==> src/rtl/pipe_perf_pkg.sv <==
// Shared types and helpers for the pipeline performance monitor.
// The state encoding, the cycle-channel index and the counter all-ones value live here.
package pipe_perf_pkg;

  typedef enum logic [1:0] {
    IDLE = 2'd0,
    RUN  = 2'd1,
    DONE = 2'd2
  } state_t;

  localparam int MAX_CNT_W = 64;

  // The cycle counter sits directly after the event channels.
  function automatic int cycle_chan(input int num_evt);
    return num_evt;
  endfunction

  function automatic logic [MAX_CNT_W-1:0] all_ones(input int width);
    logic [MAX_CNT_W-1:0] v;
    v = '0;
    for (int i = 0; i < MAX_CNT_W; i++) begin
      if (i < width) v[i] = 1'b1;
    end
    return v;
  endfunction

endpackage

==> src/rtl/perf_counter.sv <==
// One live event/cycle counter with a sticky overflow flag.
// At all-ones an increment either holds the value or wraps to zero, depending on SATURATE.
module perf_counter
  import pipe_perf_pkg::*;
#(
  parameter int CNT_W    = 32,
  parameter bit SATURATE = 1'b1
) (
  input  logic             clk_i,
  input  logic             rst_i,
  input  logic             clr,
  input  logic             inc,
  output logic [CNT_W-1:0] cnt,
  output logic             ovf
);

  localparam logic [MAX_CNT_W-1:0] ONES_WIDE = all_ones(CNT_W);
  localparam logic [CNT_W-1:0]     CNT_MAX   = ONES_WIDE[CNT_W-1:0];

  logic [CNT_W-1:0] r_cnt;
  logic             r_ovf;

  // NOTE: state is updated with non-blocking assignments so every flop samples
  // pre-edge values; blocking here would create order-dependent races.
  always_ff @(posedge clk_i or posedge rst_i) begin
    if (rst_i) begin
      r_cnt <= '0;
      r_ovf <= 1'b0;
    end else if (clr) begin
      r_cnt <= '0;
      r_ovf <= 1'b0;
    end else if (inc) begin
      if (r_cnt == CNT_MAX) begin
        r_ovf <= 1'b1;
        r_cnt <= SATURATE ? CNT_MAX : '0;
      end else begin
        r_cnt <= r_cnt + 1'b1;
      end
    end
  end

  assign cnt = r_cnt;
  assign ovf = r_ovf;

endmodule

==> src/rtl/pipe_perf_monitor.sv <==
// Performance monitor: cycle and per-event counters under an IDLE/RUN/DONE
// state machine, read back through a snapshot shadow bank with a registered mux.
module pipe_perf_monitor
  import pipe_perf_pkg::*;
#(
  parameter int NUM_EVT     = 2,
  parameter int CNT_W       = 32,
  parameter int CYCLE_LIMIT = 64,
  parameter bit SATURATE    = 1'b1,
  parameter int SEL_W       = 5
) (
  input  logic               clk_i,
  input  logic               rst_i,
  input  logic               start_i,
  input  logic [NUM_EVT-1:0] evt_i,
  input  logic               clear_i,
  input  logic               snap_i,
  input  logic [SEL_W-1:0]   rd_sel_i,
  output logic [CNT_W-1:0]   rd_data_o,
  output logic               running_o,
  output logic               done_o,
  output logic [NUM_EVT:0]   ovf_o
);

  localparam int               CYC_IDX  = cycle_chan(NUM_EVT);
  localparam logic [CNT_W-1:0] LIMIT_M1 = (CYCLE_LIMIT == 0) ? '0 : CNT_W'(CYCLE_LIMIT - 1);

  state_t           r_state;
  state_t           w_state_nxt;
  logic             w_run;
  logic             w_cyc_last;
  logic [NUM_EVT:0] w_inc;
  logic [NUM_EVT:0] w_ovf;
  logic [CNT_W-1:0] w_cnt    [NUM_EVT+1];
  logic [CNT_W-1:0] r_shadow [NUM_EVT+1];
  logic [CNT_W-1:0] w_rd_mux;
  logic [CNT_W-1:0] r_rd_data;

  assign w_run = (r_state == RUN);
  // Gating with w_run keeps an X on evt_i out of the counters outside RUN.
  assign w_inc = {1'b1, evt_i} & {(NUM_EVT + 1){w_run}};

  for (genvar k = 0; k <= NUM_EVT; k++) begin : g_cnt
    perf_counter #(
      .CNT_W   (CNT_W),
      .SATURATE(SATURATE)
    ) u_cnt (
      .clk_i(clk_i),
      .rst_i(rst_i),
      .clr  (clear_i),
      .inc  (w_inc[k]),
      .cnt  (w_cnt[k]),
      .ovf  (w_ovf[k])
    );
  end

  // The cycle counter reaches CYCLE_LIMIT on this edge.
  assign w_cyc_last = (CYCLE_LIMIT != 0) && w_run && (w_cnt[CYC_IDX] == LIMIT_M1);

  always_ff @(posedge clk_i or posedge rst_i) begin
    if (rst_i) r_state <= IDLE;
    else       r_state <= w_state_nxt;
  end

  // NOTE: every combinational output gets a default first so no path can
  // leave it unassigned and infer a latch.
  always_comb begin
    w_state_nxt = r_state;
    unique case (r_state)
      IDLE:    if (start_i)    w_state_nxt = RUN;
      RUN:     if (w_cyc_last) w_state_nxt = DONE;
      DONE:    w_state_nxt = DONE;
      default: w_state_nxt = IDLE;
    endcase
    if (clear_i) w_state_nxt = IDLE;
  end

  // NOTE: the shadow bank is a handful of flops, not a RAM, and must read
  // back zero after reset, so it is reset like any other register.
  always_ff @(posedge clk_i or posedge rst_i) begin
    if (rst_i) begin
      for (int k = 0; k <= NUM_EVT; k++) r_shadow[k] <= '0;
    end else if (clear_i) begin
      for (int k = 0; k <= NUM_EVT; k++) r_shadow[k] <= '0;
    end else if (snap_i) begin
      for (int k = 0; k <= NUM_EVT; k++) r_shadow[k] <= w_cnt[k];
    end
  end

  always_comb begin
    w_rd_mux = '0;
    for (int k = 0; k <= NUM_EVT; k++) begin
      if (rd_sel_i == SEL_W'(k)) w_rd_mux = r_shadow[k];
    end
  end

  always_ff @(posedge clk_i or posedge rst_i) begin
    if (rst_i) r_rd_data <= '0;
    else       r_rd_data <= w_rd_mux;
  end

  assign rd_data_o = r_rd_data;
  assign running_o = (r_state == RUN);
  assign done_o    = (r_state == DONE);
  assign ovf_o     = w_ovf;

endmodule

==> config.mk <==
export PLATFORM = sky130hd
export DESIGN_NAME = pipe_perf_monitor
export DESIGN_NICKNAME = d
export VERILOG_FILES = /design/src/rtl/pipe_perf_pkg.sv /design/src/rtl/perf_counter.sv /design/src/rtl/pipe_perf_monitor.sv
export SDC_FILE = /design/constraint.sdc
export NUM_CORES = 1
export LEC_CHECK = 0
export CORE_UTILIZATION = 23
export DETAILED_ROUTE_END_ITERATION = 8
export GPL_TIMING_DRIVEN = 0
export PLACE_DENSITY_LB_ADDON = 0.08
export SYNTH_ARGS = -nofsm -noshare
export SYNTH_HDL_FRONTEND = slang
export SYNTH_SLANG_ARGS = --single-unit
export TNS_END_PERCENT = 20
==> constraint.sdc <==
create_clock -name clk_i -period 23.6 [get_ports clk_i]
set_input_delay 3.54 -clock clk_i [delete_from_list [all_inputs] [get_ports clk_i]]
set_output_delay 3.54 -clock clk_i [all_outputs]
set_load 0.01 [all_outputs]
# After elaboration in Yosys (flattened, before gate mapping)

Index checks and enable logic that the tools add are counted.

Add/sub/neg operators: 3
Reductions and logical operators: 14
$mul: 0
Shift-type cells: 0
Equality and inequality tests: 10
Div/mod/pow operators: 0
Multiplexer cells: 27
Magnitude comparators: 0
Bitwise gates (word level): 1

Operator list:

| cell                                            | count |
|---|---|
| 2-to-1 mux 32 bit                               | 12 |
| 2-to-1 mux 96 bit                               | 2 |
| adder 32 x 1 -> 32 bit (second input constant)  | 3 |
| == test 32 bit (second input constant)          | 3 |
| == test 32 x 6 -> 1 bit (second input constant) | 1 |
| nonzero test 2 bit                              | 7 |
| 2-to-1 mux 1 bit                                | 9 |
| AND reduction 2 bit                             | 4 |
| 2-to-1 mux 2 bit                                | 3 |
| case mux 2 bit (3 select lines)                 | 1 |
| == test 5 x 1 -> 1 bit (second input constant)  | 1 |
| == test 5 x 2 -> 1 bit (second input constant)  | 1 |
| logical NOT 5 bit                               | 1 |
| bitwise AND 3 bit                               | 1 |
| != test 3 x 2 -> 1 bit (second input constant)  | 1 |
| != test 3 bit (second input constant)           | 1 |
| == test 2 x 1 -> 1 bit (second input constant)  | 1 |
| == test 2 bit (second input constant)           | 1 |
| logical NOT 2 bit                               | 1 |
| logical AND 1 bit                               | 1 |

Flip-flop bits (word level): 229
Memories kept: 0
ROM bits: 0
Input port bits: 12
Bits in writable memories: 0
Latch bits: 0

# Logic depth before layout (Yosys ltp)

Word-level depth: 5
Gate-level depth with buffers: 9
Depth with buffers taken out: 7

# Cells and area by module

A second synthesis with hierarchy kept.

Cell total of the unflattened synthesis: 1108
Area total of the unflattened synthesis: 11248.3 um^2

Modules (own cells, without submodules):

| module            | area an instance (um^2) | instances | cells each |
|---|---|---|---|
| perf_counter      | 1883.1                  | 3         | 196 |
| pipe_perf_monitor | 5599.1                  | 1         | 520 |

# Worst setup path before layout

OpenSTA, ideal clock, no wires.

Kind: input port to flip-flop
Start: input evt_i[1]
End: register g_cnt[1].u_cnt.r_cnt[23]
Stages: 7
Required time: 23.513 ns
Data arrival time: 4.905 ns
Library setup time: 0.087 ns
Setup slack: 18.609 ns
Path through: nand3_1 > or2_2 > buf_4 > or4_1 > buf_6 > buf_6 > o211ai_1

Cells in the longest elaborated chain, start to end: 2

Ends and longest elaborated chain:

| item                                | line                    | RTL |
|---|---|---|
| start, declared                     | pipe_perf_monitor.sv:15 | `input logic [NUM_EVT-1:0] evt_i,` |
| bitwise AND 3 bit                   | pipe_perf_monitor.sv:41 | `assign w_inc = {1'b1, evt_i} & {(NUM_EVT + 1){w_run}};` |
| nonzero test 2 bit (no source line) | -                       |  |
| end signal, assigned                | perf_counter.sv:35      | `r_cnt <= SATURATE ? CNT_MAX : '0;` |
| end signal, assigned                | perf_counter.sv:37      | `r_cnt <= r_cnt + 1'b1;` |
| end, declared                       | perf_counter.sv:20      | `logic [CNT_W-1:0] r_cnt;` |

Every way passes these cells.
A chain may end at the register's enable or synchronous reset.

# Worst setup path in the final report

Start: input clear_i
End: register r_shadow[69] (netlist name)

Cells in the longest elaborated chain, start to end: 1

Ends and longest elaborated chain:

| item                                                           | line                    | RTL |
|---|---|---|
| start, declared                                                | pipe_perf_monitor.sv:16 | `input logic clear_i,` |
| 2-to-1 mux 96 bit / nonzero test 2 bit (equally long branches) | -                       |  |
| end, declared                                                  | pipe_perf_monitor.sv:35 | `logic [CNT_W-1:0] r_shadow [NUM_EVT+1];` |

Several ways; a longest one is shown, not always the timed one.

==> results.json <==
{
  "p_int_uw": 698,
  "grt_max_degree": 109,
  "clockRootBuffer": "clkbuf_16",
  "fillers": 4841,
  "dp_hpwl_microns": 25500,
  "start_util": 0.234,
  "maxCapViolations": 0,
  "async_reset_ff_frac": 1.00,
  "synthMostInstantiatedCell": "dfrtp_1",
  "synth_nets": 1087,
  "drive_gt1_frac": 0.0622,
  "ys_seq_area_frac": 0.535,
  "ir_drop_v": 0.0000525,
  "hold_class": "register to register",
  "setup.worst_path.class": "primary input to register",
  "insertedDiodeCount": 0,
  "synth_top_area_cell": "dfrtp_1",
  "drc": 0,
  "cts_setup_buffers": 0,
  "worstSetupStartpointType": "primary input",
  "nets": 1170,
  "core_area_sq_um": 45700,
  "powerDensity_nw_per_um2": 71.3,
  "ys_ff_latch": 229,
  "cts_tree": "done",
  "share_comb_of_total_power": 0.075,
  "detail_route.wl_per_cell_microns": 20.2,
  "cts.reportedPaths.clkPinSlew_ps": 60,
  "overflow": 0,
  "skew_ps": 8.50,
  "place_inst": 1720,
  "yosysWarnings": 0,
  "syn_avg_cell_area_sq_um": 10.0,
  "ctsHoldBuffers": 0,
  "status": "finished clean",
  "crit_arrival_ps": 6500,
  "synth_commonest_cells": "dfrtp_1, nor2_1, o21ai_0, mux2i_1, nand2_1",
  "die_h_microns": 218,
  "num_io_pins": 49,
  "fin_tns_setup_ps": 0,
  "routed_wl_microns": 35900,
  "io_buffers": 47,
  "cts_max_level": 1,
  "cts_made_buffers": 30,
  "p_sw_uw": 229,
  "ant_nets": 0,
  "place.gp.congestion": 0.767,
  "synth.area.top_cells": "dfrtp_1, mux2i_1, nor2_1",
  "fin_crit_sh": 0.257,
  "timing.final.max_slew_violations": 0,
  "die_width_microns": 218,
  "clk_latency_ps": 560,
  "syn_inst": 1069,
  "setup_viol": 0,
  "p_clk_frac": 0.489,
  "instances_no_fill": 1774,
  "period_minus_slack_ps": 6080,
  "relSlewSlack": 0.277,
  "antenna_found_initial": 1,
  "switching_share": 0.247,
  "track_usage": 0.154,
  "place_ws_ps": 16720,
  "synth_edf_count": 0,
  "final-hold-violation-count": 0,
  "cts_resized": 0,
  "yosysTopAreaCellShare": 0.535,
  "cts.sinks": 229,
  "dieArea_sq_um": 47400,
  "clock.fmax_mhz": 165,
  "synth_ff_type": "dfrtp_1",
  "cts_buffer_depth": 3,
  "via_per_inst": 4.55,
  "grt_pass1_vias": 8100,
  "grt_pass1_wl_microns": 54500,
  "syn_area_sq_um": 10700,
  "setup_ws_ps": 17520,
  "rows": 78,
  "vias": 8067,
  "rsz0062_at_grt": "no",
  "drt_iter0_markers": 623,
  "worstMarginPinSlew_ps": 1070,
  "worstPathRequired_ps": 24020,
  "drt_pass1_iterations": 5,
  "seqPwrFrac": 0.436,
  "static-leakage-power_nw": 5.59,
  "syn_to_final_growth_pct": 21.4,
  "cp_max_fo": 10,
  "synth.distinct_cells": 49,
  "end_kind": "register",
  "ff2ff_setup_slack_ps": 20180
}
cell type report:
type	count	area, sq um	area share
plain buffers	70	308	0.0237
clock inverters	4	45.0	0.00346
inverters	20	82.6	0.00635
multi-input cells	750	4610	0.354
well taps	600	751	0.0577
flip-flops and latches	229	5730	0.441
clock buffers	50	937	0.0721
repair buffers	51	541	0.0416
per-stage QoR:
step                power [mW]  area, sq um  utilization  hold WS, ps
global route             0.970        13000        0.285          541
global placement         0.481        11900        0.261          500
finish                   0.927        13000        0.285          517
detailed placement       0.483        12000        0.263          508
floorplan                0.449        10700            -          481
CTS                      0.949        13000        0.285          521
routing by layer:
layer	track usage	vias up	share of wire
met4	0.0408	0	0.020
met5	0	-	0
met2	0.244	147	0.46
met3	0.0183	39	0.037
li1	-	3909	-
met1	0.221	3972	0.49
final timing paths:
check,depth (start not counted),from,to
worst max-delay path,5,clear_i,r_shadow[69]$_DFFE_PP0P_
worst min-delay path,2,r_shadow[75]$_DFFE_PP0P_,r_shadow[75]$_DFFE_PP0P_
worst max register to register,7,r_state[1]$_DFFE_PP0P_,g_cnt[0].u_cnt.cnt[26]$_DFFE_PP0P_
worst min register to register,2,r_shadow[75]$_DFFE_PP0P_,r_shadow[75]$_DFFE_PP0P_
max in group asynchronous,4,rst_i,rd_data_o[31]$_DFF_PP0_
min in group asynchronous,2,rst_i,g_cnt[1].u_cnt.cnt[19]$_DFFE_PP0P_
cell usage in the layout (no fill, tap or decap), drive strengths merged, types with 6 or more instances in the layout:
cell type and count:
dfrtp 229, xnor2 49, xor2 26, o21ai 114
inv 19, nand4 34, clkdlybuf4s50 47, nand3 37
clkbuf 110, a21oi 40, nor4 24, mux2i 99
nand2 69, buf 14, ha 6, nor2 153
nor3 31, and3 10, and4 11
flip-flops by register name (all words and copies together), names as in the netlist:
register / cells
g_cnt.u_cnt.cnt: 96
g_cnt.u_cnt.ovf: 3
r_state: 2
r_shadow: 96
rd_data_o: 32
power groups by stage:
stage	Combinational, mW	Clock, mW	Sequential [mW]
floorplan	0.0395	0	0.410
global placement	0.0702	0	0.411
detailed placement	0.0720	0	0.411
CTS	0.0724	0.473	0.404
global route	0.0786	0.487	0.404
finish	0.0694	0.454	0.404
cells by family (layout without fill, tap and decap cells):
| kind of cell | count (synthesis) | in the layout | share of synthesized area |
|---|---|---|---|
| adder cells (fa/ha/maj) | 6 | 6 | 0.00701 |
| AO/OA/AOI/OAI | 174 | 174 | 0.0874 |
| multiplexers | 99 | 99 | 0.0926 |
| AND/OR/NAND/NOR | 396 | 396 | 0.181 |
| buffers and inverters | 90 | 195 | 0.0358 |
| flip-flops | 229 | 229 | 0.535 |
| XOR/XNOR | 75 | 75 | 0.0614 |
critical path: stages:
cell,delay (ps)
clkdlybuf4s50_1,790
clkbuf_1,700
clkbuf_1,780
clkbuf_1,550
nor2_1,110
(Power assumes the default switching activity.)
